<file path="src/rtl/spi_erisim_hakemi_pkg.sv">
// Shared widths, TileLink field layouts and arbiter state encoding for the
// SPI controller access arbiter.
package spi_erisim_hakemi_pkg;

  localparam int unsigned ADRES_BIT = 32;
  localparam int unsigned VERI_BIT  = 32;
  localparam int unsigned TL_A_BITS = 8;
  localparam int unsigned TL_D_BITS = 8;
  localparam int unsigned TL_OP_BIT = 3;

  localparam logic [TL_OP_BIT-1:0] TL_OP_ACK      = 3'd0;
  localparam logic [TL_OP_BIT-1:0] TL_OP_ACK_DATA = 3'd1;

  localparam int unsigned KILIT_ZAMAN_ASIMI_VARSAYILAN = 1024;

  typedef enum logic [1:0] {
    BOSTA       = 2'd0,
    ISTEK       = 2'd1,
    YANIT_BEKLE = 2'd2,
    KILITLI     = 2'd3
  } hakem_durum_e;

  // A-channel request payload as forwarded to the controller
  typedef struct packed {
    logic [ADRES_BIT-1:0] adres;
    logic [VERI_BIT-1:0]  veri;
    logic [TL_A_BITS-1:0] tilefields;
  } a_istek_t;

  // D-channel fields; opcode sits in the low bits
  typedef struct packed {
    logic [TL_D_BITS-TL_OP_BIT-1:0] diger;
    logic [TL_OP_BIT-1:0]           op;
  } tl_d_t;

endpackage

</file>
<file path="src/rtl/spi_erisim_hakemi_rr_hakem2.sv">
// Two-input round-robin grant: the pointed-to requester wins when valid.
module spi_erisim_hakemi_rr_hakem2 (
  input  logic [1:0] gecerli,
  input  logic       rr,
  output logic [1:0] grant
);

  always_comb begin
    grant = '0;
    if (gecerli[rr])       grant[rr]  = 1'b1;
    else if (gecerli[~rr]) grant[~rr] = 1'b1;
  end

endmodule

</file>
<file path="src/rtl/spi_erisim_hakemi.sv">
// Round-robin, lockable arbiter sharing the spi_denetleyici request/response
// port between the core data port (0) and the boot loader (1).
module spi_erisim_hakemi
  import spi_erisim_hakemi_pkg::*;
#(
  parameter int unsigned KILIT_ZAMAN_ASIMI = KILIT_ZAMAN_ASIMI_VARSAYILAN
) (
  input  logic                   clk_i,
  input  logic                   rstn_i,
  input  logic [2*ADRES_BIT-1:0] ist_adres_i,
  input  logic [2*VERI_BIT-1:0]  ist_veri_i,
  input  logic [2*TL_A_BITS-1:0] ist_tilefields_i,
  input  logic [1:0]             ist_gecerli_i,
  output logic [1:0]             ist_hazir_o,
  input  logic [1:0]             ist_kilit_i,
  output logic [VERI_BIT-1:0]    yanit_veri_o,
  output logic [TL_D_BITS-1:0]   yanit_tilefields_o,
  output logic [1:0]             yanit_gecerli_o,
  input  logic [1:0]             yanit_hazir_i,
  output logic [ADRES_BIT-1:0]   alt_adres_o,
  output logic [VERI_BIT-1:0]    alt_veri_o,
  output logic [TL_A_BITS-1:0]   alt_tilefields_o,
  output logic                   alt_gecerli_o,
  input  logic                   alt_hazir_i,
  input  logic [VERI_BIT-1:0]    alt_yanit_veri_i,
  input  logic [TL_D_BITS-1:0]   alt_yanit_tilefields_i,
  input  logic                   alt_yanit_gecerli_i,
  output logic                   alt_yanit_hazir_o,
  output logic [1:0]             kilit_sahibi_o
);

  hakem_durum_e durum_r, durum_d;
  logic         sahip_r, sahip_d;
  logic         rr_r, rr_d;
  logic [31:0]  sayac_r, sayac_d;
  a_istek_t     alt_istek_r, alt_istek_d;
  logic         alt_gecerli_r, alt_gecerli_d;
  logic [1:0]   kilit_r, kilit_d;
  logic [1:0]   grant;
  logic         yanit_tamam;
  tl_d_t        d_alan;
  a_istek_t     istek [2];

  for (genvar k = 0; k < 2; k++) begin : g_istek
    assign istek[k] = {ist_adres_i[k*ADRES_BIT +: ADRES_BIT],
                       ist_veri_i[k*VERI_BIT +: VERI_BIT],
                       ist_tilefields_i[k*TL_A_BITS +: TL_A_BITS]};
  end

  spi_erisim_hakemi_rr_hakem2 u_rr (
    .gecerli (ist_gecerli_i),
    .rr      (rr_r),
    .grant   (grant)
  );

  assign d_alan      = tl_d_t'(alt_yanit_tilefields_i);
  // ACK pulses are dropped by the controller after one cycle, so they complete without ready
  assign yanit_tamam = alt_yanit_gecerli_i &&
                       (yanit_hazir_i[sahip_r] || (d_alan.op == TL_OP_ACK));

  always_ff @(posedge clk_i or negedge rstn_i) begin
    if (!rstn_i) begin
      durum_r       <= BOSTA;
      sahip_r       <= 1'b0;
      rr_r          <= 1'b0;
      sayac_r       <= '0;
      alt_istek_r   <= '0;
      alt_gecerli_r <= 1'b0;
      kilit_r       <= '0;
    end else begin
      durum_r       <= durum_d;
      sahip_r       <= sahip_d;
      rr_r          <= rr_d;
      sayac_r       <= sayac_d;
      alt_istek_r   <= alt_istek_d;
      alt_gecerli_r <= alt_gecerli_d;
      kilit_r       <= kilit_d;
    end
  end

  always_comb begin
    durum_d            = durum_r;
    sahip_d            = sahip_r;
    rr_d               = rr_r;
    sayac_d            = sayac_r;
    alt_istek_d        = alt_istek_r;
    alt_gecerli_d      = alt_gecerli_r;
    kilit_d            = kilit_r;
    ist_hazir_o        = '0;
    yanit_gecerli_o    = '0;
    yanit_veri_o       = '0;
    yanit_tilefields_o = '0;
    alt_yanit_hazir_o  = 1'b0;

    unique case (durum_r)
      BOSTA: begin
        ist_hazir_o = grant;
        if (|grant) begin
          sahip_d       = grant[1];
          alt_istek_d   = istek[grant[1]];
          alt_gecerli_d = 1'b1;
          durum_d       = ISTEK;
        end
      end
      ISTEK: begin
        if (alt_gecerli_r && alt_hazir_i) begin
          alt_gecerli_d = 1'b0;
          durum_d       = YANIT_BEKLE;
        end
      end
      YANIT_BEKLE: begin
        yanit_gecerli_o[sahip_r] = alt_yanit_gecerli_i;
        yanit_veri_o             = alt_yanit_veri_i;
        yanit_tilefields_o       = alt_yanit_tilefields_i;
        alt_yanit_hazir_o        = yanit_hazir_i[sahip_r];
        if (yanit_tamam) begin
          if (ist_kilit_i[sahip_r]) begin
            durum_d = KILITLI;
            kilit_d = {sahip_r, ~sahip_r};
            sayac_d = '0;
          end else begin
            durum_d = BOSTA;
            rr_d    = ~sahip_r;
            kilit_d = '0;
          end
        end
      end
      KILITLI: begin
        // Owner request beats both a kilit drop and a timeout in the same cycle
        if (ist_gecerli_i[sahip_r]) begin
          ist_hazir_o[sahip_r] = 1'b1;
          alt_istek_d          = istek[sahip_r];
          alt_gecerli_d        = 1'b1;
          sayac_d              = '0;
          durum_d              = ISTEK;
        end else if (!ist_kilit_i[sahip_r] ||
                     ((KILIT_ZAMAN_ASIMI != 0) && (sayac_r == KILIT_ZAMAN_ASIMI - 32'd1))) begin
          durum_d = BOSTA;
          rr_d    = ~sahip_r;
          kilit_d = '0;
        end else begin
          sayac_d = 32'(sayac_r + 32'd1);
        end
      end
      default: durum_d = BOSTA;
    endcase
  end

  assign alt_adres_o      = alt_istek_r.adres;
  assign alt_veri_o       = alt_istek_r.veri;
  assign alt_tilefields_o = alt_istek_r.tilefields;
  assign alt_gecerli_o    = alt_gecerli_r;
  assign kilit_sahibi_o   = kilit_r;

endmodule

</file>
<file path="config.mk">
export PLATFORM = sky130hd
export DESIGN_NAME = spi_erisim_hakemi
export DESIGN_NICKNAME = d
export VERILOG_FILES = /design/src/rtl/spi_erisim_hakemi_pkg.sv /design/src/rtl/spi_erisim_hakemi_rr_hakem2.sv /design/src/rtl/spi_erisim_hakemi.sv
export SDC_FILE = /design/constraint.sdc
export NUM_CORES = 1
export LEC_CHECK = 0
export BUFFER_PORTS_ARGS = -buffer_cell sky130_fd_sc_hd__buf_4
export CORE_AREA = 2 2 123 125
export CTS_BUF_LIST = sky130_fd_sc_hd__clkbuf_2
export CTS_CLUSTER_SIZE = 40
export DETAILED_ROUTE_END_ITERATION = 8
export DIE_AREA = 0 0 125 127
export PLACE_DENSITY = 0.71
export SLEW_MARGIN = 0
export SYNTH_ARGS = -nofsm -noshare
export SYNTH_HDL_FRONTEND = slang
export SYNTH_SLANG_ARGS = --single-unit
export TNS_END_PERCENT = 20
</file>
<file path="constraint.sdc">
create_clock -name clk_i -period 4.85 [get_ports clk_i]
set_input_delay 0.2425 -clock clk_i [delete_from_list [all_inputs] [get_ports clk_i]]
set_output_delay 0.2425 -clock clk_i [all_outputs]
set_load 0.01 [all_outputs]
</file>
# Yosys cells after proc, flatten, opt, wreduce, memory -nomap -nowiden
# Index checks and enable logic that the tools add are counted.
[totals]
reg_bits = 111
input_bits = 194
word_cells = 116
output_inout_bits = 120
[op_classes]
n_reduce_logical = 21
mux = 58
order_cmp = 8
bitwise_logic = 5
add_sub_neg = 1
n_eq_ne = 14
[ops]
columns = ["operator", "count"]
rows = [
  ["2-to-1 mux 72 bit", 8],
  ["2-to-1 mux 32 bit", 5],
  ["one-hot mux 72 bit (2 select lines)", 1],
  ["one-hot mux 32 bit (2 select lines)", 1],
  ["adder 32 x 1 -> 32 bit, second input constant", 1],
  ["== test 32 x 10 -> 1 bit, second input constant", 1],
  ["2-to-1 mux 2 bit", 13],
  ["2-to-1 mux 1 bit", 21],
  ["!= test 2 bit, second input constant", 8],
  ["AND reduction 4 bit", 4],
  ["2-to-1 mux 8 bit", 1],
  ["one-hot mux 2 bit (2 select lines)", 2],
  ["one-hot mux 2 bit (4 select lines)", 1],
  ["< comparator 1 x 2 -> 1 bit, second input constant", 3],
  ["!= test 3 bit, second input constant", 2],
  ["logical AND 1 bit", 5],
  ["AND reduction 5 bit", 1],
  ["== test 2 bit, second input constant", 2],
  ["greater-or-equal comparator 2 bit, second input constant", 2],
  ["inverter 1 -> 2 bit", 2],
  ["nonzero test 2 bit", 2],
  ["demux 1 bit (select 1 bit)", 3],
  ["greater-or-equal comparator 1 bit, second input constant", 3],
  ["logical NOT 3 bit", 1],
  ["12 further kinds", 14],
]

# Depth between registers and ports, before layout
[depth]
ltp_word = 13
depth_mapped = 9
depth_no_buf = 7

# By module
# Synthesis repeated with hierarchy kept, for this count alone.
[unflattened]
hier_cells = 664
hier_area_um2 = 6224.7
[by_module_without_submodules]
columns = ["mod", "cells_each", "n_inst", "seq_area_each_um2", "area_per_inst_um2"]
rows = [
  ["spi_erisim_hakemi", 661, 1, 2777.7, 6206.0],
  ["spi_erisim_hakemi_rr_hakem2", 3, 1, 0.0, 18.8],
]

# Least setup slack after synthesis
# Ideal clock, no wire load.
[synth_path]
path_type = "reg-to-reg"
from = "register sayac_r[0]"
to = "register rr_r"
period_less_slack_ns = 2.254
setup_time_ns = 0.125
arrival_time_ns = 2.129
path_slack_ns = 2.596
path_buffers = 0
path_stages_with_launch = 7
cell_sequence = "dfrtp_1 ha_1 nand3_2 or4_4 o31a_1 a211oi_1 mux2_2"
[synth_via]
elab_chain_len = 4
[synth_rtl]
columns = ["element", "line_no", "text"]
rows = [
  ["start: declaration", "spi_erisim_hakemi.sv:35", "logic [31:0] sayac_r, sayac_d;"],
  ["start signal: assignment", "spi_erisim_hakemi.sv:74", "sayac_r <= sayac_d;"],
  ["== test 32 x 10 -> 1 bit", "spi_erisim_hakemi.sv:137", "((KILIT_ZAMAN_ASIMI != 0) && (sayac_r == KILIT_ZAMAN_ASIMI - 32'd1))) begin"],
  ["logical OR 1 bit", "spi_erisim_hakemi.sv:136", "end else if (!ist_kilit_i[sahip_r] ||"],
  ["!= test 2 bit (no line)", "-", ""],
  ["AND reduction 5 bit (no line)", "-", ""],
  ["end signal: assignment", "spi_erisim_hakemi.sv:73", "rr_r <= rr_d;"],
  ["end: declaration", "spi_erisim_hakemi.sv:34", "logic rr_r, rr_d;"],
]
# Every way passes these cells.
# A chain may end at the register's enable or synchronous reset.

# Final worst setup path
[layout_path]
from = "register durum_r[0]"
to = "register sayac_r[7]"
[layout_via]
elab_chain_len = 3
elab_cells_between_ends = 8
classes_between = "5 x eq/ne; 1 x mux; 2 x reduce/logical"
[layout_rtl]
columns = ["element", "line_no", "text"]
rows = [
  ["start: declaration", "spi_erisim_hakemi.sv:32", "hakem_durum_e durum_r, durum_d;"],
  ["start signal: assignment", "spi_erisim_hakemi.sv:71", "durum_r <= durum_d;"],
  ["== test 2 bit", "spi_erisim_hakemi.sv:95", "unique case (durum_r)"],
  ["!= test 3 bit (no line), or another cell as far along", "-", ""],
  ["AND reduction 4 bit (no line)", "-", ""],
]
# Parallel ways exist; a longest one is shown, timed or not.

==> results.json <==
{
  "seq_area_sq_um": 2780,
  "layout.cells.most_common": "buf_4",
  "antenna_found_initial": 2,
  "vias_per_cell": 5.44,
  "critPathKind": "flop to flop",
  "hold_viol_final": 0,
  "relSlewSlack_pct": 23.9,
  "design.core.area_sq_um": 14400,
  "start_kind": "flop",
  "critPathCaptureType": "flop",
  "report.final.slew_viol_count": 0,
  "synth_top_family_by_area": "simple AND/OR/NAND/NOR gates",
  "peakVddDrop_mv": 0.377,
  "fp.dieW_microns": 125,
  "crit_arrival_ps": 3950,
  "drv_cap": 0,
  "drive_gt1_share_pct": 31.9,
  "ys.flop_type": "dfrtp_1",
  "drt_iter0_markers": 544,
  "setup_total_negative_slack_ps": 0,
  "numCtsBuffers": 9,
  "io_buffers": 313,
  "synth-compound-area-share_pct": 16.9,
  "grt_pass1_wl_mm": 38.0,
  "overflow": 0,
  "dpl.hpwl_mm": 15.1,
  "grt_max_degree": 145,
  "hold_path_class": "primary input to flop",
  "layout_min_cycle_time_ps": 3420,
  "grt_pass1_vias": 7005,
  "postLayoutCoreUtil_pct": 71.0,
  "initial_utilization_pct": 42.6,
  "fin_nets": 1292,
  "tightest_slew_ps": 1140,
  "gp_congestion": 0.820,
  "syn_avg_cell_area_sq_um": 9.34,
  "switching_share_pct": 44.2,
  "yosysWarnings": 0,
  "min_period_over_period_pct": 70.5,
  "postSynth.asyncResetShare_pct": 100,
  "cts_root_buf": "clkbuf_2",
  "dr.pass1.iters": 8,
  "syn-num-nets": 858,
  "power_frac_seq_pct": 28.2,
  "cts_resized": 0,
  "ctsHtreeMaxLevel": 3,
  "final-setup-viol-count": 0,
  "fillers": 1007,
  "critPathLaunch": "durum_r[0]",
  "synthCells": 658,
  "syn2layout_area_growth_pct": 66.5,
  "placed_cells": 1115,
  "io_pins": 314,
  "finalClockSkew_ps": 56.7,
  "clockPowerShare_pct": 8.8,
  "num_rows": 44,
  "dieArea_sq_um": 15900,
  "synth_edf_count": 0,
  "drc": 0,
  "clock_sinks": 111,
  "wirelength_mm": 24.4,
  "ant_nets": 0,
  "synthesis.area_sq_um": 6150,
  "num_vias": 6974,
  "cts_buffer_depth": 2,
  "stdcell_count": 1283,
  "power_mw": 5.31,
  "met1_usage_pct": 34.9,
  "ys_seq_elements": 111,
  "die_h_microns": 127,
  "multi_input_area_sq_um": 3150,
  "wire_per_inst_microns": 19.0,
  "insertion_delay_ps": 670,
  "p_leak_nw": 4.69,
  "use_met3_pct": 9.00,
  "p_sw_mw": 2.35,
  "ys_seq_area_share_pct": 45.2,
  "synth_cell_types": 54,
  "most-common-layout-cells": "318 x buf_4, 150 x dlygate4sd3_1, 111 x dfrtp_1",
  "max_freq_mhz": 293,
  "critPathRequiredTime_ps": 5380,
  "power.density_nw_per_um2": 519,
  "synth_xor_area_share_pct": 0,
  "clk_pin_slew_ps": 300,
  "synth_mux_area_share_pct": 12.8,
  "grtUsageTotal_pct": 30.0,
  "grt_util_met2_pct": 51.0,
  "p_int_mw": 2.96,
  "rsz0062_at_grt": "false",
  "comb_power_share_pct": 62.9,
  "top_usage_layer": "met2",
  "synthAdderAreaFrac_pct": 1.22,
  "reg2reg_from": "durum_r[0]",
  "hp-start": "ist_gecerli_i[1]",
  "synth-simple-area-share_pct": 20.0,
  "cts_tree": "built",
  "crit_fanout": 48,
  "run_status": "finished clean"
}
[worst paths after layout]
kind	to	depth (start not counted)	slack, ps
worst max-delay path	sayac_r[7]	7	1430
worst min-delay path	kilit_sahibi_o[0]	4	90
worst max register to register	sayac_r[7]	7	1430
worst min register to register	sayac_r[8]	1	530
max in group asynchronous	sayac_r[10]	3	3510
min in group asynchronous	sayac_r[1]	2	160
[area by class of cell]
cell class | count | area share, %
antenna | 2 | 0.0489
clock buffer | 10 | 0.489
clock inverter | 6 | 0.746
inverter | 10 | 0.367
multi-input combinational | 491 | 30.8
sequential | 111 | 27.1
tap | 184 | 2.25
timing repair buffer | 469 | 38.2
[worst max-delay path: stages (launching register included)]
cell and delay (ps):
dfrtp_1 460, inv_1 160, ha_1 950, o2111ai_1 340, a21oi_2 200, buf_4 330
nand2_1 430, o41ai_1 470
[synthesized netlist by cell type, types with 3 or more instances]
master | n | share of area, %
a21oi_1 | 86 | 7.0
a31oi_1 | 15 | 1.5
a41oi_1 | 3 | 0.43
and2_1 | 44 | 4.5
and3_1 | 4 | 0.41
buf_1 | 7 | 0.43
buf_2 | 14 | 1.1
clkbuf_1 | 23 | 1.4
dfrtp_1 | 111 | 45
ha_1 | 6 | 1.2
inv_1 | 10 | 0.61
mux2_2 | 4 | 0.73
mux2i_1 | 74 | 12
nand2_1 | 24 | 1.5
nand2b_1 | 4 | 0.41
nand3_1 | 16 | 1.3
nand3b_1 | 5 | 0.61
nand4_1 | 8 | 0.81
nand4b_1 | 3 | 0.43
nor2_1 | 85 | 5.2
nor3_1 | 12 | 0.98
nor4_1 | 9 | 0.92
o2111ai_1 | 7 | 1.0
o211ai_1 | 9 | 1.1
o21ai_0 | 15 | 1.2
o22a_1 | 3 | 0.43
o31ai_1 | 13 | 1.6
o41ai_1 | 3 | 0.43
or3_1 | 8 | 0.81
[metrics by stage]
step                setup slack, ps  hold slack (ps)  area [sq um]
floorplan                      2600            -53.1          6150
global placement               1520              388          8600
detailed placement             1410              386          8600
CTS                            1390             57.6         10200
global route                    980             56.8         10200
finish                         1430             87.4         10200
[cell families after synthesis]
kind of cell               after synthesis
buffers and inverters                   56
AOI/OAI and AO/OA                      169
adders and majority gates                6
DFF                                    111
and+or+nand+nor                        238
muxes                                   78
[flip-flops by register name, indices dropped and copies added, names as in the netlist]
| name | cells |
|---|---|
| sahip_r | 1 |
| sayac_r | 32 |
| alt_tilefields_o | 8 |
| alt_adres_o | 32 |
| alt_gecerli_o | 1 |
| alt_veri_o | 32 |
| durum_r | 2 |
| kilit_sahibi_o | 2 |
| rr_r | 1 |
[timing repair]
item                                    4_1_cts  5_1_grt
buffers inserted                              0        0
endpoints found under the setup margin        0        0
hold endpoints to repair                    137        0
hold buffers                                150        0
[routing by layer]
layer | part of all wire, % | wire length [microns]
met4 | 5.1 | 1250
met1 | 38 | 9210
met2 | 50 | 12200
met5 | 0 | 0
met3 | 7.2 | 1760
[power groups by stage]
stage | sequential [mW] | combinational, mW | clock [mW]
floorplan | 1.62 | 1.60 | 0
global placement | 1.48 | 2.87 | 0
detailed placement | 1.50 | 2.90 | 0
CTS | 1.47 | 3.22 | 0.479
global route | 1.54 | 3.60 | 0.518
finish | 1.50 | 3.34 | 0.469
No activity file was read; power rests on OpenSTA's default activity.
